File: src/rtl/bomb_pool_arbiter.sv
// ============================================================================
// bomb_pool_arbiter: shares NUM_SLOTS bomb blocks between two players with quotas.
// Optional BOMB_POOL_RR_EN: round-robin priority for contested single-slot cycles.
// Rev 1.0
// ============================================================================
`default_nettype none

module bomb_pool_arbiter #(
  parameter int NUM_SLOTS   = 3,
  parameter int START_QUOTA = 2,
  parameter int MAX_QUOTA   = 3
) (
  input  logic                 clk,
  input  logic                 resetN,
  input  logic                 score_reset,
  input  logic                 drop_key_p0,
  input  logic                 drop_key_p1,
  input  logic                 inc_bomb_p0,
  input  logic                 inc_bomb_p1,
  input  logic [NUM_SLOTS-1:0] slot_blast,
  output logic [NUM_SLOTS-1:0] slot_drop,
  output logic [NUM_SLOTS-1:0] slot_active,
  output logic [NUM_SLOTS-1:0] slot_owner,
  output logic                 grant_p0,
  output logic                 grant_p1,
  output logic                 deny_p0,
  output logic                 deny_p1,
  output logic [3:0]           bombs_left_p0,
  output logic [3:0]           bombs_left_p1,
  output logic                 pool_full
);

  localparam logic [3:0] START_Q = 4'(START_QUOTA);
  localparam logic [3:0] MAX_Q   = 4'(MAX_QUOTA);

  logic                 key_q0, key_q1;
  logic [3:0]           cap0, cap1, out0, out1;
  logic [NUM_SLOTS-1:0] free, first_oh, second_oh, blast_hit, grant_oh0, grant_oh1;
  logic                 has_first, has_second;
  logic                 press0, press1, elig0, elig1, g0, g1, prio_w;
  logic [3:0]           refund0, refund1, cap0_n, cap1_n, out0_n, out1_n;
`ifdef BOMB_POOL_RR_EN
  logic                 prio;
  logic                 contested;
`endif

  always_comb begin
    free       = ~slot_active;
    first_oh   = '0;
    second_oh  = '0;
    has_first  = 1'b0;
    has_second = 1'b0;
    for (int i = 0; i < NUM_SLOTS; i++) begin
      if (free[i] && !has_first) begin
        first_oh[i] = 1'b1;
        has_first   = 1'b1;
      end else if (free[i] && !has_second) begin
        second_oh[i] = 1'b1;
        has_second   = 1'b1;
      end
    end

    press0 = drop_key_p0 & ~key_q0;
    press1 = drop_key_p1 & ~key_q1;
    elig0  = press0 && (bombs_left_p0 != 4'd0) && has_first;
    elig1  = press1 && (bombs_left_p1 != 4'd0) && has_first;
`ifdef BOMB_POOL_RR_EN
    prio_w    = prio;
    contested = 1'b0;
`else
    prio_w    = 1'b0;
`endif

    g0        = elig0;
    g1        = elig1;
    grant_oh0 = '0;
    grant_oh1 = '0;
    if (elig0 && elig1) begin
      if (has_second) begin
        grant_oh0 = prio_w ? second_oh : first_oh;
        grant_oh1 = prio_w ? first_oh  : second_oh;
      end else begin
        // One slot, two claimants: only the priority player gets it
`ifdef BOMB_POOL_RR_EN
        contested = 1'b1;
`endif
        g0 = !prio_w;
        g1 = prio_w;
        if (prio_w) grant_oh1 = first_oh;
        else        grant_oh0 = first_oh;
      end
    end else begin
      if (elig0) grant_oh0 = first_oh;
      if (elig1) grant_oh1 = first_oh;
    end

    blast_hit = slot_blast & slot_active;
    refund0   = 4'd0;
    refund1   = 4'd0;
    for (int i = 0; i < NUM_SLOTS; i++) begin
      if (blast_hit[i] && !slot_owner[i]) refund0 = refund0 + 4'd1;
      else if (blast_hit[i])              refund1 = refund1 + 4'd1;
    end

    cap0_n = cap0 + 4'((inc_bomb_p0 && (cap0 < MAX_Q)) ? 1 : 0);
    cap1_n = cap1 + 4'((inc_bomb_p1 && (cap1 < MAX_Q)) ? 1 : 0);
    out0_n = out0 + 4'(g0) - refund0;
    out1_n = out1 + 4'(g1) - refund1;
  end

  always_ff @(posedge clk or negedge resetN) begin
    if (!resetN) begin
      key_q0 <= 1'b0;  key_q1 <= 1'b0;
      cap0 <= START_Q; cap1 <= START_Q;
      out0 <= 4'd0;    out1 <= 4'd0;
      slot_drop <= '0; slot_active <= '0; slot_owner <= '0;
      grant_p0 <= 1'b0; grant_p1 <= 1'b0; deny_p0 <= 1'b0; deny_p1 <= 1'b0;
      bombs_left_p0 <= START_Q; bombs_left_p1 <= START_Q;
    end else if (score_reset) begin
      key_q0 <= 1'b0;  key_q1 <= 1'b0;
      cap0 <= START_Q; cap1 <= START_Q;
      out0 <= 4'd0;    out1 <= 4'd0;
      slot_drop <= '0; slot_active <= '0; slot_owner <= '0;
      grant_p0 <= 1'b0; grant_p1 <= 1'b0; deny_p0 <= 1'b0; deny_p1 <= 1'b0;
      bombs_left_p0 <= START_Q; bombs_left_p1 <= START_Q;
    end else begin
      key_q0 <= drop_key_p0;
      key_q1 <= drop_key_p1;
      cap0 <= cap0_n;  cap1 <= cap1_n;
      out0 <= out0_n;  out1 <= out1_n;
      // Granted slots were free, so they never overlap the blasting ones
      slot_drop   <= grant_oh0 | grant_oh1;
      slot_active <= (slot_active & ~blast_hit) | grant_oh0 | grant_oh1;
      slot_owner  <= (slot_owner & ~grant_oh0) | grant_oh1;
      grant_p0 <= g0;
      grant_p1 <= g1;
      deny_p0  <= press0 & ~g0;
      deny_p1  <= press1 & ~g1;
      bombs_left_p0 <= cap0_n - out0_n;
      bombs_left_p1 <= cap1_n - out1_n;
    end
  end

`ifdef BOMB_POOL_RR_EN
  // Priority passes to the loser of a contested single-slot cycle
  always_ff @(posedge clk or negedge resetN) begin
    if (!resetN)          prio <= 1'b0;
    else if (score_reset) prio <= 1'b0;
    else if (contested)   prio <= ~prio;
  end
`endif

  assign pool_full = &slot_active;

endmodule

`default_nettype wire

File: config.mk
export PLATFORM = sky130hd
export DESIGN_NAME = bomb_pool_arbiter
export DESIGN_NICKNAME = d
export VERILOG_FILES = /design/src/rtl/bomb_pool_arbiter.sv
export SDC_FILE = /design/constraint.sdc
export NUM_CORES = 1
export LEC_CHECK = 0
export ABC_AREA = 1
export CAP_MARGIN = 20
export CORE_MARGIN = 2
export CORE_UTILIZATION = 51
export CTS_BUF_LIST = sky130_fd_sc_hd__clkbuf_2 sky130_fd_sc_hd__clkbuf_4 sky130_fd_sc_hd__clkbuf_8
export DETAILED_ROUTE_END_ITERATION = 16
export GPL_TIMING_DRIVEN = 1
export PLACE_DENSITY = 0.78
export SYNTH_ARGS = -nofsm -noshare
export SYNTH_HDL_FRONTEND = slang
export SYNTH_SLANG_ARGS = --single-unit
File: constraint.sdc
create_clock -name clk -period 3.1 [get_ports clk]
set_input_delay 0.775 -clock clk [delete_from_list [all_inputs] [get_ports clk]]
set_output_delay 0.775 -clock clk [all_outputs]
set_load 0.03 [all_outputs]
# After elaboration in Yosys (flattened, before gate mapping)
# Index checks and enable logic that the tools add are counted.
[totals]
elab_cells = 115
regBits = 39
output_inout_bits = 22
[classes]
muxes = 46
n_lt_le_gt_ge = 2
n_reduce_logical = 22
bitwise = 18
n_addsub = 12
[op_table]
columns = ["op", "n"]
rows = [
  ["4-bit two-way mux", 12],
  ["1-bit two-way mux", 26],
  ["3-bit two-way mux", 8],
  ["4-bit by 1-bit adder with 4-bit output", 4],
  ["4-bit by 1-bit adder with 4-bit output, second input constant", 4],
  ["4-bit subtractor", 4],
  ["1-bit logical AND", 13],
  ["3-bit OR", 4],
  ["3-bit bitwise AND", 3],
  ["3-bit inverter", 3],
  ["4-bit by 2-bit less-than comparator with 1-bit output, second input constant", 2],
  ["4-bit nonzero test", 2],
  ["1-bit logical NOT", 6],
  ["1-bit bitwise AND", 4],
  ["1-bit inverter", 4],
  ["3-bit AND reduction", 1],
]

# Longest topological paths before layout
[logic_depth]
ltp_word = 15
ltp_mapped = 21
mapped_depth_nobuf = 20

# Least setup slack after synthesis
# Ideal clock, no wire load.
[synth_path]
path_type = "input -> register"
start = "in slot_blast[0]"
end = "reg bombs_left_p1[3]"
path_buffers = 0
arrival_time_ns = 3.420
setup_ns = 0.119
cell_stages = 15
t_required_ns = 2.981
slack_ns = -0.439
cell_sequence = "nand2_1 -> nor2_1 -> ha_1 -> nand2_1 -> nand2_2 -> ha_1 -> o21ai_0 -> ha_1 -> fa_1 -> xnor2_1 -> ha_1 -> a21oi_1 -> nand4_1 -> a21oi_1 -> nor2_1"
[synth_between]
elab_chain_len = 12
elab_cells_between_ends = 13
[synth_rtl]
columns = ["element", "line", "source"]
rows = [
  ["from (decl)", "20", "input logic [NUM_SLOTS-1:0] slot_blast,"],
  ["3-bit bitwise AND (*)", "97", "blast_hit = slot_blast & slot_active;"],
  ["1-bit two-way mux or 1-bit logical AND (tied branches)", "102, 101", ""],
  ["1-bit two-way mux (*)", "101", "if (blast_hit[i] && !slot_owner[i]) refund0 = refund0 + 4'd1;"],
  ["4-bit by 1-bit adder with 4-bit output", "102", "else if (blast_hit[i]) refund1 = refund1 + 4'd1;"],
  ["4-bit two-way mux", "102", ""],
  ["4-bit two-way mux (*)", "101", ""],
  ["4-bit by 1-bit adder with 4-bit output", "102", ""],
  ["4-bit two-way mux", "102", ""],
  ["4-bit two-way mux (*)", "101", ""],
  ["4-bit subtractor (*)", "108", "out1_n = out1 + 4'(g1) - refund1;"],
  ["4-bit subtractor (*)", "140", "bombs_left_p1 <= cap1_n - out1_n;"],
  ["4-bit two-way mux (*)", "119", "end else if (score_reset) begin"],
  ["to (signal assigned)", "140", ""],
  ["to (decl)", "29", "output logic [3:0] bombs_left_p1,"],
]
# Mark *: on every way between the ends. The rest lies on a longest branch, timed or not.

# Worst setup path in the final report
[layout_path]
start = "in slot_blast[1]"
end = "reg bombs_left_p0[3]"
[layout_between]
elab_chain_len = 8
[layout_rtl]
columns = ["element", "line", "source"]
rows = [
  ["3-bit bitwise AND (*)", "97", ""],
  ["1-bit logical AND (*)", "101", ""],
  ["4-bit two-way mux (*)", "101", ""],
  ["4-bit by 1-bit adder with 4-bit output", "101", ""],
  ["4-bit two-way mux (*)", "101", ""],
  ["4-bit subtractor (*)", "107", "out0_n = out0 + 4'(g0) - refund0;"],
  ["4-bit subtractor (*)", "139", "bombs_left_p0 <= cap0_n - out0_n;"],
  ["4-bit two-way mux (*)", "119", ""],
  ["to (signal assigned)", "139", ""],
  ["to (decl)", "28", "output logic [3:0] bombs_left_p0,"],
]
# Marked as above.

==> impl_metrics.json <==
{
  "layout-area-overhead-vs-synth_pct": 53.7,
  "wirelength_um": 7370,
  "fin_skew_ps": 7.15,
  "fillers": 251,
  "worstHoldEndpoint": "deny_p1$_DFF_PN0_",
  "arrival_ps": 3520,
  "hold_class": "reg2reg",
  "diodes": 0,
  "cp-start-kind": "input port",
  "timing.rr.end": "bombs_left_p0[3]$_DFF_PN0_",
  "synth-adder-area-share": 0.162,
  "power_density_mw_per_mm2": 916,
  "r2r-start": "slot_active[1]$_DFF_PN0_",
  "r2r_slack_ps": -60,
  "grt_max_degree": 40,
  "grt_util_all_layers": 0.260,
  "syn_nets": 323,
  "clk_latency_ps": 290,
  "wl_per_cell_um": 17.2,
  "syn_avg_cell_area_um2": 8.26,
  "postLayoutCoreUtil": 0.819,
  "grt-ovfl-total": 0,
  "root_buffer": "clkbuf_8",
  "initial_core_util": 0.533,
  "period_needed_ps": 3300,
  "finalHoldViolCount": 0,
  "io_pins": 32,
  "core_mm2": 0.00441,
  "synth_compound_area_frac": 0.0505,
  "cts_buffers": 5,
  "synth_top_family_by_area": "simple AND/OR/NAND/NOR gates",
  "drcViolationCount": 0,
  "max_slew_margin": 0.402,
  "maxCapViolations": 0,
  "ir_worst_vdd_mv": 0.561,
  "postCtsHoldBufs": 0,
  "die-height_um": 71.9,
  "drt_iter0_drc": 140,
  "num_rows": 24,
  "post-place-cells": 392,
  "fin_hold_ws_ps": 539,
  "hp-start": "key_q1$_DFF_PN0_",
  "netlist_instances": 285,
  "antenna_found_initial": 0,
  "ys_seq_area_frac": 0.417,
  "p_leak_nw": 1.84,
  "final_cell_area_mm2": 0.00362,
  "setup_viol": 4,
  "final_nets": 414,
  "first_pass_iters": 4,
  "grt_pass1_wl_um": 10300,
  "drive_gt1_frac": 0.372,
  "ys_ff_latch": 39,
  "num_vias": 2352,
  "final_cells": 428,
  "grt_pass1_vias": 2263,
  "cts_buffer_depth": 2,
  "yosys.area_share.simple": 0.258,
  "die_w_um": 71.9,
  "place.gp.congestion": 0.809,
  "muxShareOfSynthArea": 0,
  "end_kind": "register",
  "vias_per_cell": 5.50,
  "cts_sinks": 39,
  "clkTransAtPathRegs_ps": 80,
  "power_w": 0.00331,
  "dp_hpwl_um": 3760,
  "fin_crit_sh": 1.07,
  "ant_nets": 0,
  "outcome": "finished, violations left",
  "htree_levels": 2,
  "path_class": "in2reg",
  "violations": "setup timing",
  "rsz0062_at_grt": "yes",
  "tritoncts": "done",
  "synth_area_mm2": 0.00235,
  "critical_path.max_fanout": 3,
  "worst_pin_slew_ps": 896,
  "regArea_um2": 981,
  "reg2reg_depth": 20,
  "hold_depth": 3,
  "yosysWarnings": 0,
  "post_dp_cell_area_mm2": 0.00301,
  "portBuffers": 31,
  "multiInputGateArea_mm2": 0.00154,
  "dieArea_mm2": 0.00517,
  "timing.final.ws_setup_ps": -202,
  "cp_data_required_time_ps": 3310,
  "ys_types": 24,
  "finalMaxSlewViolations": 0,
  "yosys.area_share.xor_xnor": 0.0298,
  "fmax_mhz": 303
}
==> metrics by stage <==
step           TNS, ps  setup slack, ps
2_1_floorplan     -654             -206
3_3_place_gp     -6040             -900
3_5_place_dp     -6560             -956
4_1_cts           -135            -77.8
5_1_grt           -631             -261
6_report          -340             -202
==> area by class of cell <==
class                           instances  share of cell area
Sequential cell                        39               0.271
Multi-Input combinational cell        195               0.426
Tap cell                               52              0.0180
Clock inverter                          1             0.00138
Clock buffer                            6              0.0228
Timing Repair Buffer                   88               0.212
Inverter                               47              0.0488
==> worst max path at each step <==
stage                  startpoint                    endpoint  slack [ps]
CTS                 slot_blast[0]  bombs_left_p0[3]$_DFF_PN0_         -80
global route        slot_blast[1]  bombs_left_p0[3]$_DFF_PN0_        -260
finish              slot_blast[1]  bombs_left_p0[3]$_DFF_PN0_        -200
floorplan           slot_blast[0]  bombs_left_p1[3]$_DFF_PN0_        -210
detailed placement  slot_blast[0]  bombs_left_p1[3]$_DFF_PN0_        -960
global placement    slot_blast[0]  bombs_left_p1[3]$_DFF_PN0_        -900
==> sequential cells by signal (all words and copies together), names as in the netlist <==
| signal | cells |
|---|---|
| cap0 | 4 |
| slot_active | 3 |
| grant_p0 | 1 |
| slot_owner | 3 |
| grant_p1 | 1 |
| slot_drop | 3 |
| bombs_left_p0 | 4 |
| key_q1 | 1 |
| out1 | 4 |
| out0 | 4 |
| bombs_left_p1 | 4 |
| deny_p0 | 1 |
| key_q0 | 1 |
| cap1 | 4 |
| deny_p1 | 1 |
==> worst max-delay path, stage by stage <==
cell	delay, ps
buf_8	80
nand2_4	50
nor2_4	150
inv_2	80
ha_4	320
xor2_4	190
ha_4	220
inv_2	50
ha_4	130
inv_2	40
fa_2	370
xor2_4	180
ha_4	300
nand2_1	70
inv_2	70
nand2_2	50
nand2_2	80
nand2_2	60
nand2_1	80
nand2_1	50
a21oi_1	130
==> what timing repair did <==
action | CTS | global route
endpoints found under the setup margin | 8 | 9
setup buffers | 21 | 10
pin swaps | 26 | 38
gates resized for setup | 39 | 34
==> routing by layer <==
metal  up-vias  GRT usage  share of wire
met5         -          0              0
met4         0      0.126          0.055
met3        36     0.0472          0.056
met2       104      0.456           0.53
met1      1140      0.309           0.36
li1       1072          -              -
==> synth_stat cells <==
| cell | n | area, µm² |
|---|---|---|
| nand2_1 | 63 | 236 |
| inv_1 | 45 | 169 |
| dfrtp_1 | 35 | 876 |
| nor2_1 | 31 | 116 |
| ha_1 | 24 | 300 |
| nand3_1 | 23 | 115 |
| a21oi_1 | 18 | 90.1 |
| nand4_1 | 5 | 31.3 |
| or2_2 | 5 | 31.3 |
| xor2_1 | 5 | 43.8 |
| dfstp_2 | 4 | 105 |
| fa_1 | 4 | 80.1 |
| nand3_2 | 4 | 40.0 |
| o21ai_0 | 4 | 20.0 |
| xnor2_1 | 3 | 26.3 |
| clkbuf_1 | 2 | 7.51 |
| nand2_2 | 2 | 12.5 |
| nor2_2 | 2 | 12.5 |
| buf_2 | 1 | 5.00 |
| buf_4 | 1 | 7.51 |
| clkinv_1 | 1 | 3.75 |
| inv_2 | 1 | 3.75 |
| nor2_4 | 1 | 11.3 |
| o21ai_2 | 1 | 8.76 |
==> cell families after synthesis <==
kind of cell | count (synthesis)
adder cells (fa/ha/maj) | 28
XOR/XNOR | 8
buffers and inverters | 51
AO/OA/AOI/OAI | 23
flip-flops | 39
AND/OR/NAND/NOR | 136
==> report_power, final <==
part	switching (W)	internal (W)	total [W]	leakage, nW
Sequential	0.0000896	0.000642	0.000731	0.507
Clock	0.000178	0.000175	0.000353	0.0470
Combinational	0.00118	0.00105	0.00223	1.28
Total	0.00144	0.00187	0.00331	1.84
==> cell usage in the layout, fill, tap and decap left out, types with 3 or more instances in the layout <==
| master | synthesis | final |
|---|---|---|
| o21ai_0 | 4 | 3 |
| buf_4 | 1 | 53 |
| inv_1 | 45 | 33 |
| clkbuf_8 | 0 | 6 |
| xor2_1 | 5 | 3 |
| inv_2 | 1 | 13 |
| ha_1 | 24 | 14 |
| ha_4 | 0 | 10 |
| nand3_1 | 23 | 20 |
| nor2_1 | 31 | 27 |
| dfrtp_1 | 35 | 35 |
| clkdlybuf4s50_1 | 0 | 25 |
| nor2_4 | 1 | 6 |
| nand2_2 | 2 | 9 |
| fa_2 | 0 | 4 |
| nand4_1 | 5 | 5 |
| buf_6 | 0 | 3 |
| dfstp_2 | 4 | 4 |
| or2_2 | 5 | 4 |
| nand3_2 | 4 | 5 |
| nand2_1 | 63 | 50 |
| nand2_4 | 0 | 5 |
| a21oi_1 | 18 | 16 |
(Power assumes the default switching activity.)
==> RTL edit 1: new RTL, config.mk and constraints unchanged <==
Add a define of `BOMB_POOL_RR_EN`.
--- a/src/rtl/bomb_pool_arbiter.sv
+++ b/src/rtl/bomb_pool_arbiter.sv
@@ -5,4 +5,6 @@
 // ============================================================================
 `default_nettype none
+
+`define BOMB_POOL_RR_EN
 
 module bomb_pool_arbiter #(
Formal check against the unedited RTL: not equivalent (a bounded check fails within 10 cycles, from zero or initial values and one cycle with resetN low).
==> RTL edit 1 against the original RTL <==
The flow still finishes with violations (setup timing); area after synthesis rose by 9.7%; sequential power rose by 2%; final area rose by 3.6%; utilization fell by 4.2 points; cell count rose by 9.1%; sequential share of layout area fell by 0.27 points; total power barely moved; register-to-register slack got worse by 0.11 ns; wire length fell by 7.8%; setup slack got worse by 0.0031 ns; critical path depth fell by 1; global-route usage fell by 2.1 points; die area rose by 9.1%; sequential cell count rose by 1; critical path type unchanged; highest routed layer unchanged.
==> RTL edit 1: results (changes against the original RTL) <==
Run status
  – Status: complete, but fails checks
  – Failing checks: setup timing

Yosys
  – Commonest cells post-synth: 66 x nand2_1, 43 x inv_1, 36 x dfrtp_1, 34 x nor2_1, 23 x ha_1
  – Largest cells by area after synthesis: dfrtp_1 35%, ha_1 11%, nand2_1 9.6%, inv_1 6.3%, nor2_1 4.9%
  – Post-synthesis sequential area ratio: 39.0% (-2.7 points)
  – Mapped Avg Cell Area: 8.44 um^2 (+2.1%)
  – Synth Area in XOR/XNOR: 4.07% (+1.1 points)
  – Syn Nets: 343 (+6.2%)
  – Post-synthesis compound-gate area fraction: 6.64% (+1.6 points)
  – Synth Area in Adders: 14.3% (-1.9 points)
  – Count of different cell masters after synthesis: 33 (+38%)

Cells and area
  – Fin cells: 467 (+9.1%)
  – Nets@finish: 436 (+5.3%)
  – Syn-to-layout area delta: 45.2%
  – Filler cells: 317 (+26%)
  – Share of cells above drive strength 1: 36.3% (-0.98 points)

Pwr
  – Sequential Power: 745 uW (+2%)
  – LEAKAGE: 1.88 nW (+2.3%)
  – Share of total power in combinational logic: 64.4% (-2.9 points)
  – P_comb: 2.13 mW (-4%)
  – Sw frac: 41.8% (-1.8 points)
  – Max VDD drop: 0.645 mV (+15%)

Flow run
  – Max-cap viol count: 0 (unchanged)

Timing
  – Worst slew pin tran: 0.895 ns (-0.00177 ns)
  – Final setup violation count: 3 (-1)
  – Clk_skew: 0.00773 ns (+0.000582 ns)
  – Worst setup margin: -0.205 ns (-0.00313 ns)
  – Setup TNS: -0.414 ns (-0.0737 ns)
  – Fin Hold WS: 0.567 ns (+0.0283 ns)

Detailed routing
  – Via density: 5.11 (-6.9%)
  – Wire length per cell: 14.5 um (-16%)
  – First drt pass iteration count: 4 (unchanged)
  – DRT iter0 DRCs: 149 (+6.4%)

Setup path
  – Setup crit start: slot_blast[0]
  – Worst path top cell family by delay: adder cells
  – Reg-to-Reg Start: slot_active[0]$_DFF_PN0_
  – Reg2reg setup slack: -0.17 ns (-0.11 ns)
  – CP endpoint: bombs_left_p1[3]$_DFF_PN0_

Global routing
  – First-pass GRT wire length: 10100 um (-1.5%)
  – Number of global-route vias before repair: 2311 (+2.1%)
  – GRT Resource Usage Total: 24.0% (-2.1 points)
  – Largest net degree at the start of global routing: 41 (+2.5%)

Hold path
  – Hold Path Cell Cnt: 2 (-1)
  – HP Class: reg2reg
  – Hold_sp: cap1[3]$_DFF_PN0_
  – Hold EP: cap1[3]$_DFF_PN0_

Clock tree
  – CTS buffer count: 5 (unchanged)

Placement
  – Placed Cells: 432 (+10%)
  – Final HPWL DP: 4130 um (+9.8%)
  – RePlAce Congestion: 0.845 (+4.4%)
  – Placed Area: 0.00323 mm^2 (+7.6%)
  – Dpl ws: -1.00 ns (-0.0485 ns)
[RTL edit 1: timing repair]
action | in CTS | in global routing
setup buffers | 24 | 3
pin swaps | 34 | 25
endpoints found under the setup margin | 8 | 7
resized for setup | 32 | 27
[RTL edit 1: logic make-up (layout without fill, tap and decap cells)]
kind of cell,count (synthesis),after routing
AO/OA/AOI/OAI,27,27
buffers and inverters,54,148
AND/OR/NAND/NOR,146,146
XOR/XNOR,12,12
flip-flops,40,40
adder cells (fa/ha/maj),27,27
[RTL edit 1: cell type report]
cell class | instances | share of cell area (%)
clock inverter | 2 | 0.935
tap | 67 | 2.24
sequential | 40 | 26.8
multi-input combinational | 212 | 42.2
inverter | 48 | 4.81
timing repair buffer | 92 | 20.9
clock buffer | 6 | 2.04
[RTL edit 1: routing by layer]
layer  global-route usage [%]  wire [um]  part of all wire [%]
met5                        0          0                     0
met3                     4.69        324                   4.8
met4                     8.38        165                   2.4
met1                     28.5       2630                    39
met2                     43.2       3670                    54
==> RTL edit 2: new RTL, config.mk and constraints unchanged <==
Without the edit above. Add an input register stage for `drop_key_p0` and `drop_key_p1`, with the module's reset; this delays them by one clock. The other inputs are not delayed to match.
--- a/src/rtl/bomb_pool_arbiter.sv
+++ b/src/rtl/bomb_pool_arbiter.sv
@@ -34,4 +34,17 @@
   localparam logic [3:0] MAX_Q   = 4'(MAX_QUOTA);
 
+  logic drop_key_p0_q;
+  logic drop_key_p1_q;
+
+  always_ff @(posedge clk or negedge resetN) begin
+    if (!resetN) begin
+      drop_key_p0_q <= '0;
+      drop_key_p1_q <= '0;
+    end else begin
+      drop_key_p0_q <= drop_key_p0;
+      drop_key_p1_q <= drop_key_p1;
+    end
+  end
+
   logic                 key_q0, key_q1;
   logic [3:0]           cap0, cap1, out0, out1;
@@ -61,6 +74,6 @@
     end
 
-    press0 = drop_key_p0 & ~key_q0;
-    press1 = drop_key_p1 & ~key_q1;
+    press0 = drop_key_p0_q & ~key_q0;
+    press1 = drop_key_p1_q & ~key_q1;
     elig0  = press0 && (bombs_left_p0 != 4'd0) && has_first;
     elig1  = press1 && (bombs_left_p1 != 4'd0) && has_first;
@@ -125,6 +138,6 @@
       bombs_left_p0 <= START_Q; bombs_left_p1 <= START_Q;
     end else begin
-      key_q0 <= drop_key_p0;
-      key_q1 <= drop_key_p1;
+      key_q0 <= drop_key_p0_q;
+      key_q1 <= drop_key_p1_q;
       cap0 <= cap0_n;  cap1 <= cap1_n;
       out0 <= out0_n;  out1 <= out1_n;
Function: changed (Yosys sat finds a counterexample within 4 cycles, from zero or initial values and one cycle with resetN low).
==> RTL edit 2 against the original RTL <==
The flow still finishes with violations (setup timing); total power shrank 10%; wire length fell by 15%; final area down 4.9%; largest power group unchanged; clock skew is 0.0085 ns higher; sequential cell count grew 2; count of clock-buffer cells in the layout is 2 higher; area after synthesis is 5.7% higher; setup slack better by 0.031 ns.
==> RTL edit 2: results (changes against the original RTL) <==
Run status
  – Failing checks: setup timing
  – Status: complete, but fails checks

Timing
  – Final setup violation count: 4 (unchanged)
  – Worst setup margin: -0.170 ns (+0.0314 ns)
  – Slew Limit Headroom: 39.5% (-0.75 points)
  – Clk_skew: 0.0157 ns (+0.00855 ns)
  – Setup TNS: -0.345 ns (-0.00532 ns)

Placement
  – Placed Cells: 426 (+8.7%)
  – Placed Area: 0.00313 mm^2 (+4.2%)
  – Dpl ws: -0.973 ns (-0.0167 ns)
  – Final HPWL DP: 4240 um (+13%)
  – RePlAce Congestion: 0.834 (+3.0%)

Setup path
  – Arrival @ worst endpoint: 3.47 ns (-0.05 ns)

Cells and area
  – Filler cells: 336 (+34%)
  – Share of cells above drive strength 1: 26.1% (-11 points)
  – Non-clock buffer instance count of the final layout: 61 (-31%)
  – Fin cells: 442 (+3.3%)
  – Seq cells: 41 (+5.1%)
  – Multi-input logic area: 0.00148 mm^2 (-3.9%)
  – Comb_multi_in: 212 (+8.7%)
  – Nets@finish: 412 (-0.48%)
  – Inverters: 53 (+13%)
  – Clk tree area frac: 2.84% (+0.42 points)
  – Post-Route Utilization: 72.8% (-9.1 points)
  – Clock buffers: 8 (+2)

Pwr
  – Cell internal pwr: 1.70 mW (-9.2%)
  – Sequential Power: 740 uW (+1%)
  – Clock share of power: 13.0% (+2.3 points)
  – Max VDD drop: 0.476 mV (-15%)
  – Pwr Density: 865 mW/mm^2 (-5.6%)

Detailed routing
  – DRT iter0 DRCs: 166 (+19%)
  – Via density: 5.17 (-6.0%)
  – Final wirelength: 6270 um (-15%)
  – DR WL met2: 3390 um (-13%)
  – WL met3: 213 um (-48%)
  – Metal-1 WL: 2510 um (-6.0%)

Global routing
  – First-pass GRT wire length: 9650 um (-6.0%)
  – Largest net degree at the start of global routing: 42 (+5.0%)
  – Met1 usage: 29.2% (-1.7 points)
  – Met3 Resource Use GR: 4.66% (-0.058 points)
  – Global-route track usage on met2: 41.3% (-4.3 points)
  – Number of global-route vias before repair: 2175 (-3.9%)

Yosys
  – Syn Nets: 348 (+7.7%)
  – Post-synthesis sequential area ratio: 41.4% (-0.25 points)
  – Synth Instances: 310 (+8.8%)
  – Commonest cells post-synth: 76 x nand2_1, 51 x inv_1, 37 x dfrtp_1, 35 x nor2_1, 29 x nand3_1
  – Count of different cell masters after synthesis: 24 (unchanged)
  – Post-synth top flop: dfrtp_1
  – Post-synthesis compound-gate area fraction: 3.22% (-1.8 points)
  – Largest cells by area after synthesis: dfrtp_1 37%, ha_1 12%, nand2_1 11%, inv_1 7.7%, nand3_1 5.8%
  – Synth Area in XOR/XNOR: 2.82% (-0.16 points)
  – Area share of the largest cell type after synthesis: 37.2% (about the same)
## RTL edit 2: worst paths after layout
| path | end | slack [ns] | startpoint | cells after the start |
|---|---|---|---|---|
| worst max-delay path | bombs_left_p1[3]$_DFF_PN0_ | -0.17 | slot_blast[0] | 20 |
| worst min-delay path | key_q1$_DFF_PN0_ | 0.50 | drop_key_p1_q$_DFF_PN0_ | 2 |
| worst max register to register | bombs_left_p1[3]$_DFF_PN0_ | -0.10 | slot_active[0]$_DFF_PN0_ | 19 |
| worst min register to register | key_q1$_DFF_PN0_ | 0.50 | drop_key_p1_q$_DFF_PN0_ | 2 |
| max in group asynchronous | slot_owner[0]$_DFF_PN0_ | 1.89 | resetN | 1 |
| min in group asynchronous | slot_owner[2]$_DFF_PN0_ | 0.60 | resetN | 1 |
## RTL edit 2: timing repair
item | CTS | global route
pin swaps | 24 | 22
setup buffers | 6 | 2
setup endpoints to repair | 7 | 6
gates resized for setup | 27 | 17
